==> config.mk <==
export PLATFORM = sky130hd
export DESIGN_NAME = stream_loader
export DESIGN_NICKNAME = d
export VERILOG_FILES = /design/src/rtl/loader_pkg.sv /design/src/rtl/onehot_to_idx.sv /design/src/rtl/stream_loader.sv
export SDC_FILE = /design/constraint.sdc
export NUM_CORES = 1
export LEC_CHECK = 0
export ABC_AREA = 1
export BUFFER_PORTS_ARGS = -buffer_cell sky130_fd_sc_hd__buf_4
export CAP_MARGIN = 20
export CORE_MARGIN = 4
export CORE_UTILIZATION = 50
export CTS_CLUSTER_SIZE = 24
export DETAILED_ROUTE_END_ITERATION = 16
export PLACE_DENSITY = 0.79
export SETUP_SLACK_MARGIN = 0.05
export SYNTH_ARGS = -nofsm -noshare
export SYNTH_HDL_FRONTEND = slang
export SYNTH_HIERARCHICAL = 1
export SYNTH_SLANG_ARGS = --single-unit
==> constraint.sdc <==
create_clock -name clk -period 1.95 [get_ports clk]
set_input_delay 0.0975 -clock clk [delete_from_list [all_inputs] [get_ports clk]]
set_output_delay 0.0975 -clock clk [all_outputs]
set_load 0.01 [all_outputs]
==> src/rtl/loader_pkg.sv <==
// Shared sizing, helper functions and FSM state encoding for the stream loader.
// Pure declarations: no latency, no flow control.
package loader_pkg;

    localparam int N = 3;
    localparam int M = 2;

    function automatic int stream_len(input int n, input int m);
        return n + n * m + m;
    endfunction

    // Cycles the classifier needs after the last word before maxpo is stable.
    function automatic int lat_wait(input int n, input int m);
        return 2 * n * m + 2 * m + 1;
    endfunction

    function automatic int cls_width(input int m);
        return (m > 1) ? $clog2(m) : 1;
    endfunction

    localparam int L        = stream_len(N, M);
    localparam int LAT_WAIT = lat_wait(N, M);
    localparam int CLS_W    = cls_width(M);

    typedef enum logic [2:0] {
        IDLE,
        PRE1,
        PRE2,
        STREAM,
        COMPUTE,
        CAPTURE
    } state_t;

endpackage

==> src/rtl/onehot_to_idx.sv <==
// One-hot vector to binary index (lowest set bit wins) plus "not exactly one bit" flag.
// Combinational, zero latency; no flow control.
module onehot_to_idx
    import loader_pkg::*;
#(
    parameter int M     = 2,
    parameter int CLS_W = 1
) (
    input  logic [M-1:0]     i_onehot,
    output logic [CLS_W-1:0] o_idx,
    output logic             o_err
);

    int w_cnt;

    always_comb begin
        o_idx = '0;
        w_cnt = 0;
        // Scan from the top so the lowest set bit is the last assignment.
        for (int i = M - 1; i >= 0; i--) begin
            if (i_onehot[i]) begin
                o_idx = CLS_W'(i);
            end
        end
        for (int i = 0; i < M; i++) begin
            w_cnt = w_cnt + int'(i_onehot[i]);
        end
        o_err = (w_cnt != 1);
    end

endmodule

==> src/rtl/stream_loader.sv <==
// Streams N features, N*M weights and M biases from memory into the classifier, then captures its one-hot result.
// done arrives 2 + L + LAT_WAIT cycles after start is accepted; start is ignored while busy, there is no backpressure.
module stream_loader
    import loader_pkg::*;
#(
    parameter int N  = 3,
    parameter int M  = 2,
    parameter int AW = 16,
    localparam int CLS_W = cls_width(M)
) (
    input  logic             clk,
    input  logic             reset_n,
    input  logic             start,
    input  logic [AW-1:0]    base_addr,
    output logic             mem_en,
    output logic [AW-1:0]    mem_addr,
    input  logic [31:0]      mem_rdata,
    output logic             cls_reset,
    output logic [31:0]      data_out,
    input  logic [M-1:0]     maxpo,
    output logic [CLS_W-1:0] class_idx,
    output logic             result_valid,
    output logic             onehot_err,
    output logic             busy,
    output logic             done
);

    localparam int SLEN = stream_len(N, M);
    localparam int WLEN = lat_wait(N, M);
    localparam int CW   = $clog2(SLEN + 1);
    localparam int WCW  = $clog2(WLEN + 1);

    state_t           r_state;
    logic             r_mem_en;
    logic [AW-1:0]    r_addr;
    logic [CW-1:0]    r_iss;
    logic [CW-1:0]    r_word;
    logic [WCW-1:0]   r_wait;
    logic             r_cls_reset;
    logic [31:0]      r_data;
    logic [CLS_W-1:0] r_idx;
    logic             r_valid;
    logic             r_err;
    logic             r_busy;
    logic             r_done;

    logic [CLS_W-1:0] w_idx;
    logic             w_err;

    onehot_to_idx #(
        .M     (M),
        .CLS_W (CLS_W)
    ) u_onehot_to_idx (
        .i_onehot (maxpo),
        .o_idx    (w_idx),
        .o_err    (w_err)
    );

    always_ff @(posedge clk) begin
        if (!reset_n) begin
            r_state     <= IDLE;
            r_mem_en    <= 1'b0;
            r_addr      <= '0;
            r_iss       <= '0;
            r_word      <= '0;
            r_wait      <= '0;
            r_cls_reset <= 1'b1;
            r_data      <= '0;
            r_idx       <= '0;
            r_valid     <= 1'b0;
            r_err       <= 1'b0;
            r_busy      <= 1'b0;
            r_done      <= 1'b0;
        end else begin
            r_done <= 1'b0;

            // Address issue runs one word ahead of the data path and stops after the last word.
            if (r_mem_en) begin
                if (r_iss < CW'(SLEN)) begin
                    r_addr <= r_addr + AW'(1);
                    r_iss  <= r_iss + CW'(1);
                end else begin
                    r_mem_en <= 1'b0;
                end
            end

            case (r_state)
                IDLE: begin
                    if (start) begin
                        r_state  <= PRE1;
                        r_busy   <= 1'b1;
                        r_valid  <= 1'b0;
                        r_mem_en <= 1'b1;
                        r_addr   <= base_addr;
                        r_iss    <= CW'(1);
                        r_word   <= '0;
                        r_wait   <= '0;
                    end
                end
                PRE1: begin
                    r_state <= PRE2;
                end
                PRE2: begin
                    r_data      <= mem_rdata;
                    r_cls_reset <= 1'b0;
                    r_state     <= STREAM;
                end
                STREAM: begin
                    if (r_word == CW'(SLEN - 1)) begin
                        r_data  <= '0;
                        r_wait  <= '0;
                        r_state <= COMPUTE;
                    end else begin
                        r_data <= mem_rdata;
                        r_word <= r_word + CW'(1);
                    end
                end
                COMPUTE: begin
                    if (r_wait == WCW'(WLEN - 1)) begin
                        r_idx   <= w_idx;
                        r_err   <= w_err;
                        r_valid <= 1'b1;
                        r_done  <= 1'b1;
                        r_state <= CAPTURE;
                    end else begin
                        r_wait <= r_wait + WCW'(1);
                    end
                end
                CAPTURE: begin
                    r_cls_reset <= 1'b1;
                    r_busy      <= 1'b0;
                    r_iss       <= '0;
                    r_word      <= '0;
                    r_wait      <= '0;
                    r_state     <= IDLE;
                end
                default: begin
                    r_state <= IDLE;
                end
            endcase
        end
    end

    assign mem_en       = r_mem_en;
    assign mem_addr     = r_addr;
    assign cls_reset    = r_cls_reset;
    assign data_out     = r_data;
    assign class_idx    = r_idx;
    assign result_valid = r_valid;
    assign onehot_err   = r_err;
    assign busy         = r_busy;
    assign done         = r_done;

endmodule

==> reports/qor.yml <==
vdd_drop_max_uv: 856
h-tree-depth: 3
clockRootBuffer: "clkbuf_8"
path_cells: "ha_1 > nand3_1 > nor2_1 > nand2_1 > o21ai_0 > nand3_1 > nand2_1 > inv_1"
synth.distinct_cells: 28
path_buf_inv: 1
io_pins: 108
end_kind: "flop"
grt_max_degree: 65
power.density_nw_per_um2: 1400
ys_ff_latch: 71
critPathTopFamily: "simple AND/OR/NAND/NOR gates"
grt_overflow_total: 0
final.setup.tns_ns: 0
syn_inst: 456
grt_pass1_vias: 3159
drt-pass1-iter-count: 4
die_width_um: 88.6
finalSetupViolations: 0
leakage_nw: 2.18
avgViaCountPerCell: 5.15
antenna_cells: 0
drive_gt1_frac: 0.241
finalHoldViolCount: 0
hpwl_um: 6090
synthToLayoutAreaGrowth_pct: 35.7
yosys_warnings: 6
synth.avg_cell_area_um2: 7.13
core_area_um2: 6350
worst_path_largest_cell_delay_ns: 0.41
cts.clk_slew.worst_paths_ns: 0.07
dp_cells: 625
ys_seq_area_frac: 0.437
grt_usage: 0.228
cp_max_fo: 6
wl_um: 8490
portBuffers: 107
slew_violations: 0
synth_fp_nets: 516
initial_core_util: 0.512
nets: 627
instances_no_fill: 649
slowest_stage: "dfxtp_1"
max-cap-violations: 0
drtAntennaViolNets: 0
remaining_drc_errors: 0
cp.required_ns: 2.20
fp.dieH_um: 88.6
slew_headroom: 0.683
drt_iter0_markers: 161
hp-class: "in -> reg"
cts_sinks: 71
skew_ns: 0.00904
rsz0062_at_grt: "no"
wire_per_inst_um: 13.1
grt_pass1_wl_um: 14100
start_kind: "flop"
max_freq_mhz: 624
tightestPinTransition_ns: 0.475
clock_latency_ns: 0.34
status: "finished, final reports clean"
clk_path_buf_depth: 2
cts_buffers: 9
via_count: 3342
fin_crit_ns: 1.60
cts_resized: 0
cts_tree: "yes"
finalCritPeriodShare: 0.822
mappedNetlistArea_um2: 3250
fp-row-count: 29
antenna_found_initial: 0
worst_ep_arrival_time_ns: 1.85
die-area_um2: 7860
critPathKind: "reg -> reg"
place.gp.congestion: 0.854
==> report_power, final <==
group | switching (mW) | leakage (nW) | internal (mW)
combinational | 1.39 | 1.48 | 1.10
clock | 0.528 | 0.114 | 0.790
sequential | 0.418 | 0.582 | 1.95
total | 2.33 | 2.18 | 3.84
==> worst register-to-register path, delay by kind of cell (launching register included) <==
family / cells / cell delay (ns)
adders and majority gates: 1 / 0.20
DFF: 1 / 0.41
AOI/OAI and AO/OA: 1 / 0.19
and+or+nand+nor: 5 / 0.69
buffers and inverters: 1 / 0.03
==> repair_timing <==
action | in CTS | in global routing
endpoints found under the hold margin | 8 | 0
endpoints found under the setup margin | 0 | 0
setup buffers | 0 | 0
hold buffers | 8 | 0
==> flip-flops by register name, indices dropped and copies added, names as in the netlist <==
register,count
data_out,32
mem_addr,16
r_wait,5
r_iss,4
r_word,4
r_state,3
busy,1
class_idx,1
cls_reset,1
done,1
mem_en,1
onehot_err,1
result_valid,1
==> synth_stat cells, drive strengths merged <==
master	n	area, um^2
nand2	122	463
dfxtp	71	1420
o21ai	57	289
a21oi	48	240
inv	45	169
nor2	33	136
nand3	29	175
clkbuf	12	45.0
buf	7	40.0
ha	7	87.6
nand3b	5	37.5
nand4	5	31.3
xor2	5	43.8
xnor2	4	35.0
nor3	3	15.0
a311oi	1	8.76
nor3b	1	7.51
or2	1	6.26
==> through the flow <==
step / util / power [mW] / area [um^2] / hold slack, ns / setup WS, ns
final: 0.695 / 6.17 / 4410 / 0.00549 / 0.347
after global routing: 0.695 / 6.64 / 4410 / 0.00162 / 0.120
after CTS: 0.695 / 6.21 / 4410 / 0.000510 / 0.367
after detailed placement: 0.647 / 4.85 / 4110 / 0.341 / 0.376
after global placement: 0.647 / 4.77 / 4110 / 0.336 / 0.422
after floorplan: - / 3.74 / 3250 / 0.236 / 0.545
==> area by class of cell <==
class / count / area [um^2]
fill: 517 / 1940
clock buffer: 13 / 159
multi-input combinational: 321 / 1580
sequential: 71 / 1420
inverter: 45 / 169
timing repair buffer: 119 / 926
tap: 77 / 96.3
clock inverter: 3 / 65.1
==> path summary, 6_finish.rpt <==
path / start / cells after the start / slack [ns] / to
max: mem_addr[1] / 8 / 0.35 / mem_addr[8]
min: base_addr[1] / 3 / 0.005 / mem_addr[1]
max reg2reg: mem_addr[1] / 8 / 0.35 / mem_addr[8]
min reg2reg: busy / 2 / 0.48 / busy
==> layer usage <==
layer | part of all wire | global-route usage | wire length (um)
met1 | 0.41 | 0.275 | 3480
met2 | 0.48 | 0.374 | 4060
met3 | 0.097 | 0.0866 | 827
met4 | 0.015 | 0.0769 | 127
met5 | 0 | 0 | 0
==> cells by family after synthesis <==
family                     count (synthesis)  share of synthesized area
AOI/OAI and AO/OA                        106                      0.165
DFF                                       71                      0.437
xor gates and xnor gates                   9                     0.0242
buffers and inverters                     64                     0.0781
and+or+nand+nor                          199                      0.268
adders and majority gates                  7                     0.0269
==> cells in the final DEF, fill, tap and decap left out <==
| cell | netlist | routed |
|---|---|---|
| nand2_1 | 120 | 120 |
| buf_4 | 0 | 110 |
| dfxtp_1 | 71 | 71 |
| o21ai_0 | 52 | 52 |
| a21oi_1 | 48 | 48 |
| inv_1 | 41 | 41 |
| nor2_1 | 30 | 30 |
| nand3_1 | 26 | 26 |
| clkbuf_8 | 0 | 11 |
| dlygate4sd3_1 | 0 | 8 |
| ha_1 | 7 | 7 |
| nand4_1 | 5 | 5 |
| nand3b_1 | 5 | 5 |
| xor2_1 | 5 | 5 |
| inv_2 | 4 | 4 |
| xnor2_1 | 4 | 4 |
| o21ai_1 | 4 | 4 |
| nor3_1 | 3 | 3 |
| nor2_2 | 2 | 2 |
| nand2_2 | 2 | 2 |
| nand3_4 | 2 | 2 |
| clkbuf_1 | 12 | 2 |
| bufinv_16 | 0 | 2 |
| o21ai_2 | 1 | 1 |
| nand3_2 | 1 | 1 |
| nor3b_1 | 1 | 1 |
| or2_1 | 1 | 1 |
| nor2_4 | 1 | 1 |
| a311oi_1 | 1 | 1 |
| clkinv_2 | 0 | 1 |
| buf_12 | 0 | 1 |
Power figures use the tool's default switching activity.
